--- src/rtl/dtcl_afpm_pipe.sv ---
// Three-stage valid/ready DTCL approximate FP32 multiplier with per-op exact/approx mode.
// Stages: S1 operand decode and chunk quantisation, S2 partial products, S3 normalise/round-off and pack.
`timescale 1ns/1ps
module dtcl_afpm_pipe #(
    parameter int E         = 8,
    parameter int A         = 8,
    parameter int K         = 2,
    parameter int TAG_WIDTH = 4
) (
    input  logic                 clk,
    input  logic                 reset_n,
    input  logic                 in_valid,
    output logic                 in_ready,
    input  logic [31:0]          in_a,
    input  logic [31:0]          in_b,
    input  logic                 in_approx,
    input  logic [TAG_WIDTH-1:0] in_tag,
    output logic                 out_valid,
    input  logic                 out_ready,
    output logic [31:0]          out_product,
    output logic [TAG_WIDTH-1:0] out_tag,
    output logic [2:0]           out_flags,
    output logic [31:0]          approx_count
);

    localparam int PW = 2 * (E + A);
    localparam int NC = A / K;

    generate
        if (E < 1 || E + A > 24) begin : g_bad_ea
            $error("dtcl_afpm_pipe: E must be >= 1 and E+A <= 24");
        end
        if (A < K || (A % K) != 0) begin : g_bad_a
            $error("dtcl_afpm_pipe: A must be a non-zero multiple of K");
        end
        if (K < 2 || (K & (K - 1)) != 0) begin : g_bad_k
            $error("dtcl_afpm_pipe: K must be a power of two >= 2");
        end
    endgenerate

    // The first bit dropped below Y is folded into Y's LSB; a zero is appended so E+A=24 folds nothing.
    function automatic logic [A-1:0] get_y(input logic [23:0] sig);
        logic [24:0] sig_ext;
        logic [A-1:0] y;
        sig_ext = {sig, 1'b0};
        y       = sig[23-E -: A];
        y[0]    = y[0] | sig_ext[24-E-A];
        return y;
    endfunction

    function automatic logic [A-1:0] quantise(input logic [A-1:0] y);
        logic [A-1:0] q;
        q = '0;
        for (int c = 0; c < NC; c++) begin
            for (int i = 0; i < K; i++) begin
                if (y[c*K+i]) begin
                    q[c*K +: K] = '0;
                    q[c*K+i]    = 1'b1;
                end
            end
        end
        return q;
    endfunction

    logic advance;
    logic accept;

    assign advance  = !out_valid || out_ready;
    assign in_ready = advance;
    assign accept   = in_valid && advance;

    logic [7:0]  exp_a, exp_b;
    logic [23:0] sig_a, sig_b;
    logic        zero_a, zero_b, inf_a, inf_b, nan_a, nan_b;

    always_comb begin
        exp_a  = in_a[30:23];
        exp_b  = in_b[30:23];
        sig_a  = {exp_a != 8'd0, in_a[22:0]};
        sig_b  = {exp_b != 8'd0, in_b[22:0]};
        zero_a = (exp_a == 8'd0);
        zero_b = (exp_b == 8'd0);
        inf_a  = (exp_a == 8'hFF) && (in_a[22:0] == 23'd0);
        inf_b  = (exp_b == 8'hFF) && (in_b[22:0] == 23'd0);
        nan_a  = (exp_a == 8'hFF) && (in_a[22:0] != 23'd0);
        nan_b  = (exp_b == 8'hFF) && (in_b[22:0] != 23'd0);
    end

    logic                 s1_valid, s1_approx, s1_sign, s1_nan, s1_inf, s1_zero;
    logic signed [9:0]    s1_exp;
    logic [23:0]          s1_siga, s1_sigb;
    logic [E-1:0]         s1_xa, s1_xb;
    logic [A-1:0]         s1_ya, s1_qa, s1_qb;
    logic [TAG_WIDTH-1:0] s1_tag;

    logic                 s2_valid, s2_approx, s2_sign, s2_nan, s2_inf, s2_zero;
    logic signed [9:0]    s2_exp;
    logic [47:0]          s2_pp;
    logic [TAG_WIDTH-1:0] s2_tag;

    logic [PW-1:0] pp_ap_c;
    logic [47:0]   pp_ex_c;

    always_comb begin
        pp_ap_c = ((PW'(s1_xa) * PW'(s1_xb)) << (2 * A))
                + ((PW'(s1_xa) * PW'(s1_qb) + PW'(s1_xb) * PW'(s1_qa)) << A)
                + PW'(s1_ya) * PW'(s1_qb);
        pp_ex_c = 48'(s1_siga) * 48'(s1_sigb);
    end

    // Stage payloads need no reset: their valid bits gate everything downstream.
    always_ff @(posedge clk) begin
        if (advance) begin
            s1_approx <= in_approx;
            s1_sign   <= in_a[31] ^ in_b[31];
            s1_nan    <= nan_a || nan_b || (zero_a && inf_b) || (inf_a && zero_b);
            s1_inf    <= inf_a || inf_b;
            s1_zero   <= zero_a || zero_b;
            s1_exp    <= $signed({2'b00, exp_a}) + $signed({2'b00, exp_b}) - 10'sd127;
            s1_siga   <= sig_a;
            s1_sigb   <= sig_b;
            s1_xa     <= sig_a[23 -: E];
            s1_xb     <= sig_b[23 -: E];
            s1_ya     <= get_y(sig_a);
            s1_qa     <= quantise(get_y(sig_a));
            s1_qb     <= quantise(get_y(sig_b));
            s1_tag    <= in_tag;

            s2_approx <= s1_approx;
            s2_sign   <= s1_sign;
            s2_nan    <= s1_nan;
            s2_inf    <= s1_inf;
            s2_zero   <= s1_zero;
            s2_exp    <= s1_exp;
            s2_pp     <= s1_approx ? 48'(pp_ap_c) : pp_ex_c;
            s2_tag    <= s1_tag;
        end
    end

    logic [PW-1:0]     pp_ap, norm_ap;
    logic [47:0]       norm_ex;
    logic [22:0]       frac_ap, frac_ex, frac;
    logic              adj;
    logic signed [9:0] e;
    logic [31:0]       res_product;
    logic [2:0]        res_flags;

    // The bit just below the MSB-of-product sits at the top after the conditional shift;
    // appending 23 zeros pads the fraction when fewer than 23 bits remain below it.
    always_comb begin
        pp_ap   = s2_pp[PW-1:0];
        norm_ap = pp_ap[PW-1] ? pp_ap : (pp_ap << 1);
        norm_ex = s2_pp[47] ? s2_pp : (s2_pp << 1);
        frac_ap = 23'({norm_ap, 23'd0} >> (PW - 1));
        frac_ex = 23'({norm_ex, 23'd0} >> 47);
        frac    = s2_approx ? frac_ap : frac_ex;
        adj     = s2_approx ? pp_ap[PW-1] : s2_pp[47];
        e       = s2_exp + $signed({9'd0, adj});

        res_product = {s2_sign ^ 1'b0, e[7:0], frac};
        res_flags   = 3'b000;
        if (s2_nan) begin
            res_product = 32'h7FFF_FFFF;
            res_flags   = 3'b100;
        end else if (s2_inf) begin
            res_product = {s2_sign, 31'h7F80_0000};
            res_flags   = 3'b010;
        end else if (s2_zero) begin
            res_product = {s2_sign, 31'd0};
        end else if (e >= 10'sd255) begin
            res_product = {s2_sign, 31'h7F80_0000};
            res_flags   = 3'b010;
        end else if (e <= 10'sd0) begin
            res_product = {s2_sign, 31'd0};
            res_flags   = 3'b001;
        end
    end

    always_ff @(posedge clk) begin
        if (!reset_n) begin
            s1_valid     <= 1'b0;
            s2_valid     <= 1'b0;
            out_valid    <= 1'b0;
            out_product  <= 32'd0;
            out_tag      <= '0;
            out_flags    <= 3'b000;
            approx_count <= 32'd0;
        end else begin
            if (accept && in_approx && approx_count != 32'hFFFF_FFFF) begin
                approx_count <= approx_count + 32'd1;
            end
            if (advance) begin
                s1_valid  <= in_valid;
                s2_valid  <= s1_valid;
                out_valid <= s2_valid;
                if (s2_valid) begin
                    out_product <= res_product;
                    out_tag     <= s2_tag;
                    out_flags   <= res_flags;
                end
            end
        end
    end

endmodule

--- config.mk ---
export PLATFORM = sky130hd
export DESIGN_NAME = dtcl_afpm_pipe
export DESIGN_NICKNAME = d
export VERILOG_FILES = /design/src/rtl/dtcl_afpm_pipe.sv
export SDC_FILE = /design/constraint.sdc
export NUM_CORES = 2
export LEC_CHECK = 0
export ABC_AREA = 1
export CELL_PAD_IN_SITES_DETAIL_PLACEMENT = 1
export CELL_PAD_IN_SITES_GLOBAL_PLACEMENT = 1
export CORE_UTILIZATION = 35
export DETAILED_ROUTE_END_ITERATION = 6
export PLACE_DENSITY = 0.76
export SETUP_SLACK_MARGIN = 0.2
export SLEW_MARGIN = 20
export SYNTH_ARGS = -nofsm -noshare
export SYNTH_HDL_FRONTEND = slang
export SYNTH_SLANG_ARGS = --single-unit
--- constraint.sdc ---
create_clock -name clk -period 7 [get_ports clk]
set_input_delay 1.75 -clock clk [delete_from_list [all_inputs] [get_ports clk]]
set_output_delay 1.75 -clock clk [all_outputs]
set_load 0.005 [all_outputs]
==> results.md <==
- Outcome: finished, violations left
- Failing checks: negative setup slack
- Total clock sinks: about 220
- Pre-Repair DR Iteration Count: 5
- Finish-stage setup viols: 15
- DP HPWL: approximately 110000 um
- Cell family with most CP delay: adder cells
- # IOs: about 150
- Area contributors post-synth: fa_1 33%, nand2_1 12%, inv_1 12%
- Top FF cell, synth: edfxtp_1
- Critical Path End Type: register
- Hold WC Path Type: reg -> reg
- Peak per-stage delay on the critical path: about 0.54 ns
- GP Congestion: 0.901
- WL per Instance: 19.6 um
- Routed via count: approximately 34000
- Slew headroom: between 20 and 25%
- First-pass GRT wire length: 207000 um
- Fin nets: 6397
- CP max-delay cell: fa_1
- Most frequent cells in the layout: 1229 x inv_1, 1224 x nand2_1, 635 x fa_1
- CP dominant cell by count: fa_1
- Area delta synth->final: 21.6%
- # fillers: between 10000 and 15000
- Sum of buffers and inverters on the critical path: 8
- Syn Nets: between 6000 and 7000
- CP Class: reg -> reg
- Share of cells above drive strength 1: 13.8%
- Hold buffer count at cts: 0
- Seq/Total Area, Yosys: between 10% and 20%
- Largest net degree at the start of global routing: 60
- Syn Inst Count: approximately 5000
- Fin. Hold Viols: 0
- Clock transition at path regs: around 0.07 ns
- Die Ht: 335 um
- Critical Path AT: ~7.6 ns
- Most common cell after layout, fill and taps aside: inv_1
- Iter 0 DRT Violations: around 1800
- Syn. warnings: 0
- Clock buffer depth: 3
- Rows: approximately 120
- GRT Total Usage: approximately a quarter
- Startpoint Class: register
- I/O Buffers: ~150
- EDFF count, synth: ~140
- CTS tree: built
- Vias in the first global route: 37800
- Core ar.: 109000 um2
- Synth Register Bits: approximately 220
- Post-Syn Area: roughly 39000 um2
- Clock latency on the worst-skew pair: 0.64 ns
- Dpl ws: -0.366 ns
- RSZ-0062 raised after global routing: yes
- Number of diodes: 0
- Ys async rst share: 0%
- Maximum clock rate: approximately 0.14 GHz
- Distinct cells, synth: 47
- Antenna violations before repair: 3
- Die width: about 330 um
- H-tree depth: 1
- Residual DRC count: 0
- Remaining Overflow, GRT: 0
- Via/cell ratio: ~5.0
- Root buffer cell: clkbuf_16
- Final WS setup: -0.208 ns
- CTS buffer count: 27
- Top cell type's share of synthesized area: 33.2%
- Syn_area_per_cell: roughly 7.7 um2
- Cell taking the most area after synthesis: fa_1
- Antenna viol nets, final: 0
- # Max-Cap Violations: 0
- Slew @ Worst Pin: ~1.2 ns
- Die area: roughly 110000 um2
- Min Tclk post-route: 7.21 ns
- Worst-path maximum fanout: 3
- Final period util: 103%
- CP Data Required Time: between 7 and 8 ns
- Count of pins over their slew limit: 0
- Worst Clk Skew: around 0.023 ns
- Final wirelength: between 100000 and 150000 um
- Initial Utilization: 35.4%
==> area by class of cell <==
| type | count | area [um2] | share of cell area [%] |
|---|---|---|---|
| Sequential cell | 218 | 5810 | 12.3 |
| Multi-Input combinational cell | 3326 | 29100 | 61.8 |
| Clock inverter | 18 | 180 | 0.383 |
| Tap cell | 1476 | 1850 | 3.92 |
| Timing Repair Buffer | 494 | 4590 | 9.74 |
| Inverter | 1275 | 4800 | 10.2 |
| Clock buffer | 32 | 758 | 1.61 |
==> synth_stat cells (3+ instances only) <==
cell type,count
a21boi_0,5
a21o_1,7
a21oi_1,199
a31oi_1,3
and3_1,3
buf_1,4
buf_2,4
buf_6,6
clkbuf_1,165
clkbuf_2,8
clkinv_1,3
dfxtp_1,74
edfxtp_1,144
fa_1,641
ha_1,341
inv_1,1269
nand2_1,1280
nand2_2,10
nand3_1,102
nand3b_1,9
nand4_1,55
nor2_1,333
nor2_2,5
nor3_1,38
nor3_2,4
nor4_1,17
o21a_1,12
o21ai_0,161
o21ai_1,13
o21bai_1,7
o31ai_1,3
xnor2_1,18
xor2_1,47
==> metrics by stage <==
| stage | setup TNS [ns] | instances | hold slack, ns | utilization (%) | instance area (um2) |
|---|---|---|---|---|---|
| floorplan | 0 | 5006 | 0.400 | - | 38900 |
| global placement | -1.63 | 6685 | 0.401 | 39.6 | 43300 |
| detailed placement | -3.96 | 6685 | 0.405 | 39.6 | 43300 |
| CTS | -1.26 | 6780 | 0.420 | 41.4 | 45300 |
| global route | -6.01 | 6839 | 0.426 | 43.1 | 47100 |
| finish | -2.08 | 6839 | 0.419 | 43.1 | 47100 |
==> cell families after synthesis <==
logic type | synth area share (%)
XOR/XNOR | 1.47
AND/OR/NAND/NOR | 19.4
AO/OA/AOI/OAI | 5.63
adder cells (fa/ha/maj) | 44.2
flip-flops | 15.0
buffers and inverters | 14.3
==> path summary, 6_finish.rpt <==
check,slack [ns],cells past startpoint,startpoint,end
max,-0.21,31,s1_siga[20]$_DFFE_PN_,s2_pp[29]$_DFFE_PN_
min,0.42,0,s1_exp[0]$_DFFE_PN_,s2_exp[0]$_DFFE_PN_
max reg2reg,-0.21,31,s1_siga[20]$_DFFE_PN_,s2_pp[29]$_DFFE_PN_
min reg2reg,0.42,0,s1_exp[0]$_DFFE_PN_,s2_exp[0]$_DFFE_PN_
==> worst reg2reg max path: cells and delay by family, from the launching register on <==
kind            cells  cell delay [ns]
compound gates      1             0.21
xor+xnor            1             0.25
fa+ha+maj          11             4.32
buf+inv             8             0.68
flops               1             0.44
simple gates       10             1.09
==> registers in the layout, indices dropped and copies added (netlist names), 3 cells and up <==
register      cells
out_flags         3
s1_siga          24
out_product      32
approx_count     32
s1_exp           10
out_tag           4
s1_qa             8
s2_pp            41
s1_tag            4
s1_qb             8
s1_sigb          24
s2_tag            4
s2_exp           10
==> routing by layer <==
metal	vias to the layer above	wire length, um	track usage [%]
li1	15500	-	-
met1	17400	54100	28.7
met2	831	67900	43.0
met3	299	5890	2.47
met4	2	5990	9.30
met5	-	16	0
==> timing repair <==
item                                    4_1_cts  5_1_grt
resized for setup                           155      321
pin swaps                                    65      139
cloned                                        0        1
buffers inserted                             45       58
endpoints found under the setup margin       33       36
Power is not shown: default switching activity piles up to over one toggle a cycle in this logic, so the estimate is an artifact.
